File: config.mk
export PLATFORM = sky130hd
export DESIGN_NAME = fetch_seq
export DESIGN_NICKNAME = d
export VERILOG_FILES = /design/src/rtl/fetch_pkg.sv /design/src/rtl/ret_stack.sv /design/src/rtl/fetch_seq.sv
export SDC_FILE = /design/constraint.sdc
export NUM_CORES = 1
export LEC_CHECK = 0
export BUFFER_PORTS_ARGS = -buffer_cell sky130_fd_sc_hd__buf_4
export CORE_ASPECT_RATIO = 2
export CORE_MARGIN = 8
export CORE_UTILIZATION = 55
export CTS_CLUSTER_SIZE = 20
export DETAILED_ROUTE_END_ITERATION = 8
export GPL_TIMING_DRIVEN = 0
export PLACE_DENSITY = 0.73
export SYNTH_ARGS = -nofsm -noshare
export SYNTH_HDL_FRONTEND = slang
export SYNTH_SLANG_ARGS = --single-unit
File: constraint.sdc
create_clock -name clk -period 41.3 [get_ports clk]
set_input_delay 12.39 -clock clk [delete_from_list [all_inputs] [get_ports clk]]
set_output_delay 12.39 -clock clk [all_outputs]
set_load 0.005 [all_outputs]
File: src/rtl/fetch_pkg.sv
`default_nettype none
// ============================================================================
//  Module      : fetch_pkg
//  Description : Shared types for the fetch sequencer (FSM states, PC source).
//  Revision    : 1.0 - initial release
// ============================================================================
package fetch_pkg;

    typedef enum logic [1:0] {
        IDLE = 2'd0,
        RUN  = 2'd1,
        DONE = 2'd2
    } state_t;

    typedef enum logic [2:0] {
        SEL_INC  = 3'd0,
        SEL_REL  = 3'd1,
        SEL_ABS  = 3'd2,
        SEL_CALL = 3'd3,
        SEL_RET  = 3'd4
    } pc_sel_t;

endpackage
`default_nettype wire

File: src/rtl/ret_stack.sv
`default_nettype none
// ============================================================================
//  Module      : ret_stack
//  Description : Return-address LIFO, D bits wide, S entries deep.
//  Revision    : 1.0 - initial release
// ============================================================================
module ret_stack #(
    parameter int D = 12,
    parameter int S = 4
) (
    input  logic         clk,
    input  logic         reset,
    input  logic         push,
    input  logic         pop,
    input  logic         clr,
    input  logic [D-1:0] din,
    output logic [D-1:0] dout,
    output logic         full,
    output logic         empty
);

    localparam int            CW      = $clog2(S + 1);
    localparam int            IW      = (S > 1) ? $clog2(S) : 1;
    localparam logic [CW-1:0] c_one   = CW'(1);
    localparam logic [CW-1:0] c_depth = CW'(S);

    logic [D-1:0]  r_mem [S];
    logic [CW-1:0] r_count;
    logic [IW-1:0] w_top_idx;

    // Top of stack is read combinationally so a pop returns its value the same cycle
    assign w_top_idx = IW'(r_count - c_one);
    assign dout      = r_mem[w_top_idx];
    assign full      = (r_count == c_depth);
    assign empty     = (r_count == '0);

    always_ff @(posedge clk or posedge reset) begin
        if (reset) begin
            r_count <= '0;
            for (int i = 0; i < S; i++) begin
                r_mem[i] <= '0;
            end
        end else if (clr) begin
            r_count <= '0;
        end else if (push && !full) begin
            r_mem[IW'(r_count)] <= din;
            r_count             <= r_count + c_one;
        end else if (pop && !empty) begin
            r_count <= r_count - c_one;
        end
    end

endmodule
`default_nettype wire

File: src/rtl/fetch_seq.sv
`default_nettype none
// ============================================================================
//  Module      : fetch_seq
//  Description : Run-controlled program counter with jump LUT and call stack.
//  Revision    : 1.0 - initial release
// ============================================================================
module fetch_seq
    import fetch_pkg::*;
#(
    parameter int D         = 12,
    parameter int L         = 5,
    parameter int S         = 4,
    parameter int HALT_ADDR = 128
) (
    input  logic         clk,
    input  logic         reset,
    input  logic         req,
    input  logic         stall,
    input  logic         reljump_en,
    input  logic         absjump_en,
    input  logic         call_en,
    input  logic         ret_en,
    input  logic [L-1:0] lut_idx,
    input  logic [D-1:0] offset,
    input  logic         lut_wr_en,
    input  logic [L-1:0] lut_wr_idx,
    input  logic [D-1:0] lut_wr_data,
    output logic [D-1:0] prog_ctr,
    output logic         running,
    output logic         done,
    output logic         stack_err
);

    localparam int           c_lut_entries = 2 ** L;
    localparam logic [D-1:0] c_halt        = D'(HALT_ADDR);
    localparam logic [D-1:0] c_pc_one      = D'(1);

    state_t       r_state;
    logic [D-1:0] r_pc;
    logic         r_running;
    logic         r_done;
    logic         r_stack_err;
    logic [D-1:0] r_lut [c_lut_entries];

    pc_sel_t      w_sel;
    logic         w_stack_fault;
    logic [D-1:0] w_next_pc;
    logic [D-1:0] w_pc_inc;
    logic [D-1:0] w_lut_rd;
    logic [D-1:0] w_top;
    logic         w_active;
    logic         w_start;
    logic         w_push;
    logic         w_pop;
    logic         w_full;
    logic         w_empty;

    assign w_pc_inc = r_pc + c_pc_one;
    assign w_lut_rd = r_lut[lut_idx];
    assign w_active = (r_state == RUN) && !stall;
    assign w_start  = req && (r_state != RUN);
    assign w_push   = w_active && (w_sel == SEL_CALL);
    assign w_pop    = w_active && (w_sel == SEL_RET);

    // A ret on an empty stack or a call on a full one falls through to PC+1
    always_comb begin
        w_sel         = SEL_INC;
        w_stack_fault = 1'b0;
        if (ret_en) begin
            if (!w_empty) w_sel = SEL_RET;
            else          w_stack_fault = 1'b1;
        end else if (call_en) begin
            if (!w_full) w_sel = SEL_CALL;
            else         w_stack_fault = 1'b1;
        end else if (absjump_en) begin
            w_sel = SEL_ABS;
        end else if (reljump_en) begin
            w_sel = SEL_REL;
        end
    end

    always_comb begin
        w_next_pc = w_pc_inc;
        case (w_sel)
            SEL_RET:          w_next_pc = w_top;
            SEL_CALL, SEL_ABS: w_next_pc = w_lut_rd;
            SEL_REL:          w_next_pc = r_pc + offset;
            default:          w_next_pc = w_pc_inc;
        endcase
    end

    ret_stack #(
        .D (D),
        .S (S)
    ) u_ret_stack (
        .clk   (clk),
        .reset (reset),
        .push  (w_push),
        .pop   (w_pop),
        .clr   (w_start),
        .din   (w_pc_inc),
        .dout  (w_top),
        .full  (w_full),
        .empty (w_empty)
    );

    always_ff @(posedge clk or posedge reset) begin
        if (reset) begin
            r_state     <= IDLE;
            r_pc        <= '0;
            r_running   <= 1'b0;
            r_done      <= 1'b0;
            r_stack_err <= 1'b0;
        end else begin
            case (r_state)
                IDLE, DONE: begin
                    if (req) begin
                        r_state     <= RUN;
                        r_pc        <= '0;
                        r_running   <= 1'b1;
                        r_done      <= 1'b0;
                        r_stack_err <= 1'b0;
                    end
                end
                RUN: begin
                    if (!stall) begin
                        if (w_stack_fault) r_stack_err <= 1'b1;
                        if (w_next_pc == c_halt) begin
                            r_state   <= DONE;
                            r_pc      <= c_halt;
                            r_running <= 1'b0;
                            r_done    <= 1'b1;
                        end else begin
                            r_pc <= w_next_pc;
                        end
                    end
                end
                default: begin
                    r_state   <= IDLE;
                    r_pc      <= '0;
                    r_running <= 1'b0;
                    r_done    <= 1'b0;
                end
            endcase
        end
    end

    // Writes land at the edge, so a same-cycle read still sees the old entry
    always_ff @(posedge clk or posedge reset) begin
        if (reset) begin
            for (int i = 0; i < c_lut_entries; i++) begin
                r_lut[i] <= '0;
            end
        end else if (lut_wr_en) begin
            r_lut[lut_wr_idx] <= lut_wr_data;
        end
    end

    assign prog_ctr  = r_pc;
    assign running   = r_running;
    assign done      = r_done;
    assign stack_err = r_stack_err;

endmodule
`default_nettype wire

Word-level counts from Yosys, hierarchy flattened
Index checks and enable logic that the tools add are counted.
{"block": "word_totals", "ramBits": 0, "mem_bits_ro": 0, "output_inout_bits": 15, "input_bits": 43, "wordCells": 136, "regBits": 452, "memories": 0, "latchBits": 0}
{"block": "classes", "n_reduce_logical": 21, "magnitude_cmp": 6, "n_mux": 45, "bitwise": 5, "mul": 0, "n_addsub": 4, "shift": 0, "n_eq_ne": 13, "div": 0}
{"operator": "$bwmux 384", "count": 1}
{"operator": "$mux 12", "count": 9}
{"operator": "$bmux 12 s5", "count": 1}
{"operator": "$demux 12 s5", "count": 1}
{"operator": "$bwmux 48", "count": 1}
{"operator": "$pmux 12 s3", "count": 1}
{"operator": "$bmux 12 s2", "count": 1}
{"operator": "$demux 12 s2", "count": 1}
{"operator": "$pmux 12 s2", "count": 1}
{"operator": "$mux 3", "count": 6}
{"operator": "$mux 1", "count": 13}
{"operator": "$add 12x1->12 const B", "count": 1}
{"operator": "$add 12x12->12", "count": 1}
{"operator": "$eq 12x8->1 const B", "count": 1}
{"operator": "$ge 6x6->1 const B", "count": 2}
{"operator": "$not 5->6", "count": 2}
{"operator": "$mux 2", "count": 5}
{"operator": "$logic_and 1x1->1", "count": 8}
{"operator": "$eq 3x2->1 const B", "count": 2}
{"operator": "$eq 3x3->1 const B", "count": 2}
{"operator": "$ge 3x3->1 const B", "count": 2}
{"operator": "$lt 6x1->1 const B", "count": 1}
{"operator": "$ne 2x2->1 const B", "count": 3}
{"operator": "$not 2->3", "count": 2}
{"operator": "19 further kinds", "count": 26}

Longest topological paths before layout
Gate-level depths: netlist (run 1).
{"block": "logic_depth", "ltp_word": 11, "mapped_depth": 15, "ltp_nobuf": 11}

By module
A second synthesis (run 1) with hierarchy kept.
{"block": "hier_totals", "hier_cells": 1511, "hier_area_um2": 21762.1}
{"module": "fetch_seq", "area_per_inst_um2": 19379.8, "instances": 1, "seq_area_each_um2": 10009.6, "cells_per_inst": 1359}
{"module": "ret_stack", "area_per_inst_um2": 2382.3, "instances": 1, "seq_area_each_um2": 1276.2, "cells_per_inst": 152}

Worst setup path after synthesis (run 1)
Ideal clock, no wire load.
{"block": "synth_timing", "path_type": "input-to-reg", "startpoint": "input port lut_idx[3]", "endpoint": "register r_state[0]", "cell_stages": 11, "required_time_ns": 41.158, "arrival_ns": 14.647, "setup_time_ns": 0.142, "setup_slack_ns": 26.511, "path_cell_list": "buf_2 > buf_2 > buf_2 > buf_1 > mux2i_1 > o21ai_0 > o32a_1 > nor3_2 > o2111ai_1 > a2111oi_2 > o22ai_1"}
{"block": "synth_via", "elab_chain_len": 8}
{"element": "start: declaration", "line": "fetch_seq.sv:23", "text": "input logic [L-1:0] lut_idx,"}
{"element": "$not 5->6 (not written as such)", "line": "fetch_seq.sv:59", "text": "assign w_lut_rd = r_lut[lut_idx];"}
{"element": "$bmux 12 s5", "line": "fetch_seq.sv:59"}
{"element": "$mux 12 (not written as such) (2 in a row)", "line": "fetch_seq.sv:59"}
{"element": "$pmux 12 s3", "line": "fetch_seq.sv:84", "text": "case (w_sel)"}
{"element": "$eq 12x8->1", "line": "fetch_seq.sv:128", "text": "if (w_next_pc == c_halt) begin"}
{"element": "$ne 2x1->1 (no source line)"}
{"element": "$reduce_and 3->1 (no source line)"}
{"element": "end signal: assignment", "line": "fetch_seq.sv:109", "text": "r_state <= IDLE;"}
{"element": "end signal: assignment", "line": "fetch_seq.sv:129", "text": "r_state <= DONE;"}
{"element": "end signal: assignment", "line": "fetch_seq.sv:139", "text": "r_state <= IDLE;"}
{"element": "end: declaration", "line": "fetch_seq.sv:38", "text": "state_t r_state;"}
No other way between the ends. The select of a mux whose other input is x is not followed.
A chain may end at the register's enable or synchronous reset.

Final worst setup path (run 1)
Ends and elaborated chain as after synthesis.

==> results summary, run 1 <==
The leakage power of the design is between 10 and 15 nW. The pin count of the biggest net entering global routing is 134. The type of the worst setup path is input port to flop. The async set-reset flop share out of synthesis is 1.00. Across the run, the number of max-cap violations was 0.

The number of warnings issued by yosys came out at 0. The boundary pin count is between 50 and 60. The initial standard-cell utilization of the core is 0.557. The global route total overflow is 0.

Leaving out fill and tap cells, the most frequent cells in the layout are 451 x sky130_fd_sc_hd__dfrtp_1, 395 x sky130_fd_sc_hd__mux2_2, 99 x sky130_fd_sc_hd__nand2_1. For this block, wires on met1 add up to 23,100 um. The setup skew after layout is between 0.015 and 0.02 ns. The mean instance size in the synthesized netlist came out at ~14 um^2. The number of nets still failing antenna checks after routing came out at 0. The number of search-and-repair iterations in the first detailed-routing pass came out at 5. The number of storage elements in the synthesis netlist is between 400 and 500. The initial antenna violation count came out at 0. The routed design uses 4390 um of met3 wire.

The wire length on met2 is 35,600 um. The launching instance or port of the critical path is lut_idx[3]. The sequential element share of the synthesized area came out at 0.522. In the global route stage, overall resource usage came out at 0.314.

The area growth from synthesis to layout came out at 11.3%. For this run, the top clock speed supported by timing is a little over 0.06 GHz. Ranked by total cell area, the synthesized netlist is headed by sky130_fd_sc_hd__dfrtp_1 52%, sky130_fd_sc_hd__mux2_2 21%, sky130_fd_sc_hd__mux4_2 7.2%, sky130_fd_sc_hd__mux2i_1 3.2%, sky130_fd_sc_hd__nand2_1 1.7%. The worst setup path is launched from an input port. For the final routed database, the setup TNS stands at 0 ns. Setup violations remaining at the end of the flow were counted as 0. The standard cell area after detailed placement is 0.0228 mm^2.

Along the worst path, the maximum fanout reaches 10. The worst setup path is captured at a flop. The required time at the endpoint of the critical path is 41.68 ns. The total routed wirelength came out at 70,700 um. The number of buffers inserted by port buffering came out at 53.

The count of cells resized by post-cts repair is 0. For the worst setup path, the data arrival time is about 17 ns. The number of cell rows came out at between 100 and 150. The clock transition time at the flip-flop clock pins of the worst setup and hold paths is about 0.070 ns.

The number of violations reported at the end of detailed-routing iteration 0 is between 1,000 and 1,500. For this run, the leading register cell type out of synthesis is sky130_fd_sc_hd__dfrtp_1. Of the cells placed in the final design, the portion with a size suffix greater than 1 is 0.363. Yosys mapped a number of flops with a built-in enable equal to 0.

The startpoint of the lowest-slack register-to-register path is u_ret_stack.r_count[0]$_DFFE_PP0P_. The final hold violation count is 0. The clock root buffer master is sky130_fd_sc_hd__clkbuf_16.

TritonCTS built the clock tree. The flow ran to the end, and the final reports show no timing, DRC or antenna violations. The worst hold path class is flop to flop.

The total power divided by cell area came out at roughly 55 mW/mm^2. The number of filler instances in the final layout came out at slightly above 3,000. In this run the top signal layer used is met4. The final layout net count came out at roughly 1,700. In this run the deepest clock path goes through 3 buffers. Setup repair after global routing left no endpoint under its margin.

For this design, the sink count on the clock tree is roughly 450. In the finished design, the share of the clock period the worst path needs comes to 0.395. The routability congestion estimate came out at just under 1. Synthesis handed over a netlist of 1,588 instances. Across the VDD grid, the largest voltage drop is ~32 uV. The pin slew with the least headroom to its limit came out at 1.48 ns. The detailed placement HPWL came out at between 50,000 and 60,000 um. The commonest non-fill, non-tap cell in the layout is sky130_fd_sc_hd__dfrtp_1.

The total nets after synthesis is ~1,600. In this run the post-CTS setup repair buffer count came out at 0. The H-tree was split into 2 levels. The horizontal die dimension is about 160 um. The wire length of the first global-routing pass came out at 104,000 um. In the routed layout, each cell is associated on average with a via count of roughly 6.7. The routed length per instance is between 30 and 40 um. The count of pins over their slew limit came out at 0. The final non-filler cell area is roughly 0.024 mm^2. The clock latency reported for the late side of the worst-skew pair came out at around 0.55 ns. Counting distinct cell types in the post-synthesis netlist gives 68.

The startpoint identified for the worst hold timing path is u_ret_stack.r_mem[44]$_DFFE_PP0P_. The synthesized design spends more area on one cell type than any other, namely sky130_fd_sc_hd__dfrtp_1. The die footprint is 0.0463 mm^2.

The share of synthesized area in the top cell type comes to 0.522. The placeable core region came out at approximately 0.039 mm^2. The die is 296 um tall. The area of the mapped netlist came out at around 0.022 mm^2.

The total inserted antenna cells came out at 0. The via count of the first global-routing pass came to approximately 16,000. The post-layout minimum cycle time is between 15 and 20 ns. Buffers inserted to repair hold after CTS numbered 0. The number of CTS-inserted buffers is 39. The number of vias after detailed routing is 14,900. The headroom to the max-slew limit is 0.0163. The detailed-route DRC error count came out at 0.
-- per-layer routing --
layer | global-route usage | up-vias
li1 | - | 6059
met1 | 0.317 | 7778
met2 | 0.538 | 677
met3 | 0.0624 | 338
met4 | 0.288 | 0
met5 | 0 | -
-- final timing paths --
path                                                          end  slack [ns]  cells past startpoint
worst min register to register  u_ret_stack.r_mem[44]$_DFFE_PP0P_        0.48                      2
worst max-delay path                       r_state[0]$_DFFE_PP0P_       25.00                     11
min in group asynchronous                  r_lut[166]$_DFFE_PP0P_       11.88                      2
max in group asynchronous       u_ret_stack.r_mem[13]$_DFFE_PP0P_       27.74                      4
worst min-delay path            u_ret_stack.r_mem[44]$_DFFE_PP0P_        0.48                      2
worst max register to register             r_state[0]$_DFFE_PP0P_       35.90                     14
-- synth_stat cells, types with 7 or more instances --
master                     number
sky130_fd_sc_hd__a22oi_1       36
sky130_fd_sc_hd__buf_2         19
sky130_fd_sc_hd__mux4_1         9
sky130_fd_sc_hd__xnor2_1       10
sky130_fd_sc_hd__ha_1          17
sky130_fd_sc_hd__nor2b_1       13
sky130_fd_sc_hd__o21ai_0       65
sky130_fd_sc_hd__nand2_1       99
sky130_fd_sc_hd__dfrtp_1      451
sky130_fd_sc_hd__mux4_2        69
sky130_fd_sc_hd__clkbuf_1      85
sky130_fd_sc_hd__inv_1         11
sky130_fd_sc_hd__mux2_2       395
sky130_fd_sc_hd__nand2b_1       7
sky130_fd_sc_hd__xor2_1         9
sky130_fd_sc_hd__nor2_1        33
sky130_fd_sc_hd__a21oi_1       25
sky130_fd_sc_hd__mux2i_1       69
sky130_fd_sc_hd__nand4_1        8
sky130_fd_sc_hd__nand3_1       25
sky130_fd_sc_hd__buf_4         10
-- metrics by stage --
stage / util / power, mW / cells / hold slack (ns) / setup WS, ns
2_1_floorplan: - / 0.823 / 1588 / 0.445 / 16.34
3_3_place_gp: 0.584 / 0.925 / 2161 / 0.457 / 12.33
3_5_place_dp: 0.587 / 0.943 / 2165 / 0.466 / 24.65
4_1_cts: 0.620 / 1.32 / 2231 / 0.481 / 25.21
5_1_grt: 0.620 / 1.37 / 2231 / 0.498 / 24.89
6_report: 0.620 / 1.32 / 2231 / 0.478 / 25.00
-- layout make-up --
cell class              count  area [um^2]  area share
plain buffers             124          573      0.0238
well taps                 520          651      0.0271
clock inverters             7          110     0.00458
inverters                  11         48.8     0.00203
repair buffers             57          488      0.0203
clock buffers              59         1180      0.0492
flip-flops and latches    451        11300       0.469
multi-input cells        1002         9710       0.404
-- critical path, cell delays in order --
cell	delay, ns
sky130_fd_sc_hd__buf_2	0.23
sky130_fd_sc_hd__buf_2	0.36
sky130_fd_sc_hd__buf_2	0.40
sky130_fd_sc_hd__buf_1	0.97
sky130_fd_sc_hd__mux2i_1	0.40
sky130_fd_sc_hd__o21ai_0	0.12
sky130_fd_sc_hd__o32a_1	0.35
sky130_fd_sc_hd__nor3_2	0.13
sky130_fd_sc_hd__o2111ai_1	0.28
sky130_fd_sc_hd__a2111oi_2	0.90
sky130_fd_sc_hd__o22ai_1	0.14
-- cells by family after synthesis --
kind of cell    Yosys count  synth area share
compound gates          189            0.0571
xor+xnor                 19           0.00770
fa+ha+maj                18            0.0108
buf+inv                 135            0.0284
flops                   451             0.522
mux                     542             0.321
simple gates            234            0.0529
-- state kept, by name, indices dropped and copies added (netlist names) --
signal / flops
u_ret_stack.r_count: 3
r_state: 2
running: 1
r_lut: 384
prog_ctr: 12
stack_err: 1
u_ret_stack.r_mem: 48
-- power breakdown --
group / leakage, nW / total, mW / switching [mW] / internal, mW
clock network: 0.639 / 0.381 / 0.164 / 0.216
logic: 4.39 / 0.338 / 0.175 / 0.163
registers: 5.78 / 0.603 / 0.0623 / 0.541
total: 10.8 / 1.32 / 0.401 / 0.920
Power figures use the tool's default switching activity.
==> run 2: changes to the inputs <==
- clock period: 41.3 -> 16.05 ns (I/O delays scaled with it)
==> results summary, run 2 (synthesis results as in run 1) <==
The flow ran to the end, but the final reports show violations. The final reports fail on max-capacitance violations, max-slew violations. The final layout net count came out at about 1,800.

The top cell types in the final layout, fill and taps aside, are 451 x sky130_fd_sc_hd__dfrtp_1, 395 x sky130_fd_sc_hd__mux2_2, 99 x sky130_fd_sc_hd__nand2_1. The footprint of the multi-input gates is slightly below 0.01 mm^2. The sequential standard cell area is roughly 0.011 mm^2. The final hold violation count came to 0. The hold buffer count at CTS came out at 0. The global route total overflow came out at 0. For this block, the initial DRC count from the detailed router was ~1,100. The floorplan has 102 rows. The via count of the first global-routing pass was 15,700.

For hold timing, the worst endpoint is u_ret_stack.r_mem[42]$_DFFE_PP0P_. The worst reg-to-reg path cell count came out at 14. The setup fix buffers added after clock tree synthesis came out at 0. The count of pins over their slew limit is 10. Relative to the synthesized area, the layout overhead comes to 12.1%. The register with the most flip-flops in the final layout is r_lut. The critical path starts at lut_idx[3]. The clock period could shrink to around 8.5 ns. The routed length per instance came out at approximately 32 um. Setup repair after global routing left no endpoint under its margin. The highest attainable clock frequency came out at approximately 0.12 GHz. The cell family contributing the most delay on the critical path is buffers and inverters. In this run the worst path has a maximum fanout of 10. The portion of total power attributed to the clock network is 0.290. The number of buffers inserted by port buffering came out at 53. The worst hold path stage count came out at 2.

Walking the worst path, the cells encountered are buf_2 -> buf_2 -> buf_2 -> buf_1 -> mux2i_1 -> o21ai_0 -> o32a_1 -> nor3_2 -> o2111ai_1 -> a2111oi_2 -> o22ai_1. The detailed-route DRC error count came out at 0. The slowest stage of the critical path is the sky130_fd_sc_hd__a2111oi_2 cell. The worst pin sits at a relative slew slack of -0.0214. The number of sinks on the clock net came out at 451. The leakage power of the design is around 11 nW. The die covers 0.0463 mm^2.

Summing over every cut layer, the via total after detailed routing is ~15,000. Once detail routing completed, the nets flagged for antenna violations numbered 0. The data arrival time at the worst-slack endpoint came out at around 8.9 ns. The total power divided by cell area came out at 142 mW/mm^2. Of the total power, registers draw 0.451. The setup skew after layout came out at approximately 0.017 ns.

The required time at the endpoint of the critical path is ~16 ns. The first TritonRoute pass finished after 5 iterations. The switching share of power came out at 0.307.

Buffers inserted during clock tree synthesis total slightly above 40. The placeable core region came out at slightly below 0.04 mm^2. The wire length of the first global-routing pass came out at slightly above 100,000 um. By instance count, the cell type seen most on the critical path is sky130_fd_sc_hd__buf_2.

For the pin with the worst max-slew slack, the measured transition is between 1.5 and 2 ns. The commonest non-fill, non-tap cell in the layout is sky130_fd_sc_hd__dfrtp_1. The horizontal die dimension came out at between 150 and 200 um.

Setup slack on the worst reg-to-reg path comes out at ~11 ns. The chip height is roughly 300 um. The initial standard-cell utilization of the core is 0.557.

By startpoint and endpoint, the worst setup path is classified as input port to flop. The maximum root-to-sink buffer count came out at 3. The boundary pin count came out at 58. For this block, the routed nets add up to slightly above 70,000 um of wire. The detailed placement HPWL came out at 50,700 um. TritonCTS built the clock tree. The hold path startpoint is u_ret_stack.r_mem[42]$_DFFE_PP0P_. The worst setup path is captured at a flop. The reported max-cap violation count is 1. The endpoint identified for the worst register-to-register timing path is r_state[0]$_DFFE_PP0P_. The routability congestion estimate came out at roughly 0.96. The number of endpoints failing setup at the final stage is 0. The vias per cell came out at roughly 6.6. The worst setup path is launched from an input port. The clock transition time at the flip-flop clock pins of the worst setup and hold paths is 0.06 ns.

The post-route setup TNS is 0 ns. The internal power contribution is ~2.4 mW. The period utilization came out at 0.531.

The share of power burned in combinational logic came out at 0.259. The final hold slack is 0.478 ns. The register with the most flip-flops in the layout has 384 of them. The startpoint identified for the worst register-to-register timing path is u_ret_stack.r_count[0]$_DFFE_PP0P_. Entering global routing, the biggest net connects 45 pins. Summed over all nets, the switching power comes to between 1 and 1.5 mW. The count of cells resized by post-cts repair came out at 0. The initial antenna violation count came to 1. The number of filler instances in the final layout is around 3,100. The worst-case IR drop observed on VDD is 87.5 uV. The clock root buffer master is sky130_fd_sc_hd__clkbuf_16. Of the cells placed in the final design, the portion with a size suffix greater than 1 is 0.367. Counting both buffers and inverters, the worst setup path holds a total of 4. The clock latency reported for the late side of the worst-skew pair came out at around 0.54 ns.

In the global route stage, overall resource usage came out at 0.313. The peak per-stage delay on the critical path came out at roughly 0.89 ns. The clock tree synthesis step divided the H-tree into 2 levels.

The min-delay analysis places its worst path in the category flop to flop.
-- run 2: through the flow --
stage	instances	cell area, um^2	total power, mW	worst slack, ns	util
floorplan	1588	21600	2.12	5.14	-
global placement	2161	22700	2.39	2.95	0.584
detailed placement	2172	22900	2.44	7.14	0.590
CTS	2241	24200	3.43	7.71	0.624
global route	2241	24200	3.56	7.62	0.624
finish	2242	24200	3.44	7.52	0.624
-- run 2: tightest hold or removal path, cell delays in order, from the launching register on --
cell                      delay [ns]
sky130_fd_sc_hd__dfrtp_1        0.34
sky130_fd_sc_hd__nand2_1        0.04
sky130_fd_sc_hd__o21ai_0        0.06
-- run 2: layout make-up --
class | count | share of cell area
Clock buffer | 64 | 0.0517
Sequential cell | 451 | 0.466
Timing Repair Buffer | 64 | 0.0255
Tap cell | 520 | 0.0269
Multi-Input combinational cell | 1002 | 0.401
Buffer | 124 | 0.0237
Inverter | 11 | 0.00186
Antenna cell | 1 | 0.000103
Clock inverter | 5 | 0.00346
-- run 2: worst max path at each step --
stage | end | slack [ns] | cells after the start
CTS | r_state[0]$_DFFE_PP0P_ | 7.71 | 11
global placement | r_lut[283]$_DFFE_PP0P_ | 2.95 | 2
global route | r_state[0]$_DFFE_PP0P_ | 7.62 | 11
finish | r_state[0]$_DFFE_PP0P_ | 7.52 | 11
detailed placement | r_state[0]$_DFFE_PP0P_ | 7.14 | 11
floorplan | prog_ctr[0]$_DFFE_PP0P_ | 5.14 | 1
-- run 2: layer usage --
metal | global-route usage | part of all wire | vias up
li1 | - | - | 6069
met1 | 0.321 | 0.33 | 7656
met2 | 0.524 | 0.49 | 756
met3 | 0.0615 | 0.068 | 350
met4 | 0.305 | 0.12 | 0
met5 | 0 | 0 | -
-- run 2: power groups by stage --
stage          registers [mW]  logic [mW]  clock network, mW
5_1_grt                  1.58       0.942               1.04
3_5_place_dp             1.56       0.873                  0
4_1_cts                  1.54       0.881               1.00
6_report                 1.55       0.890              0.998
2_1_floorplan            1.51       0.602                  0
3_3_place_gp             1.55       0.843                  0
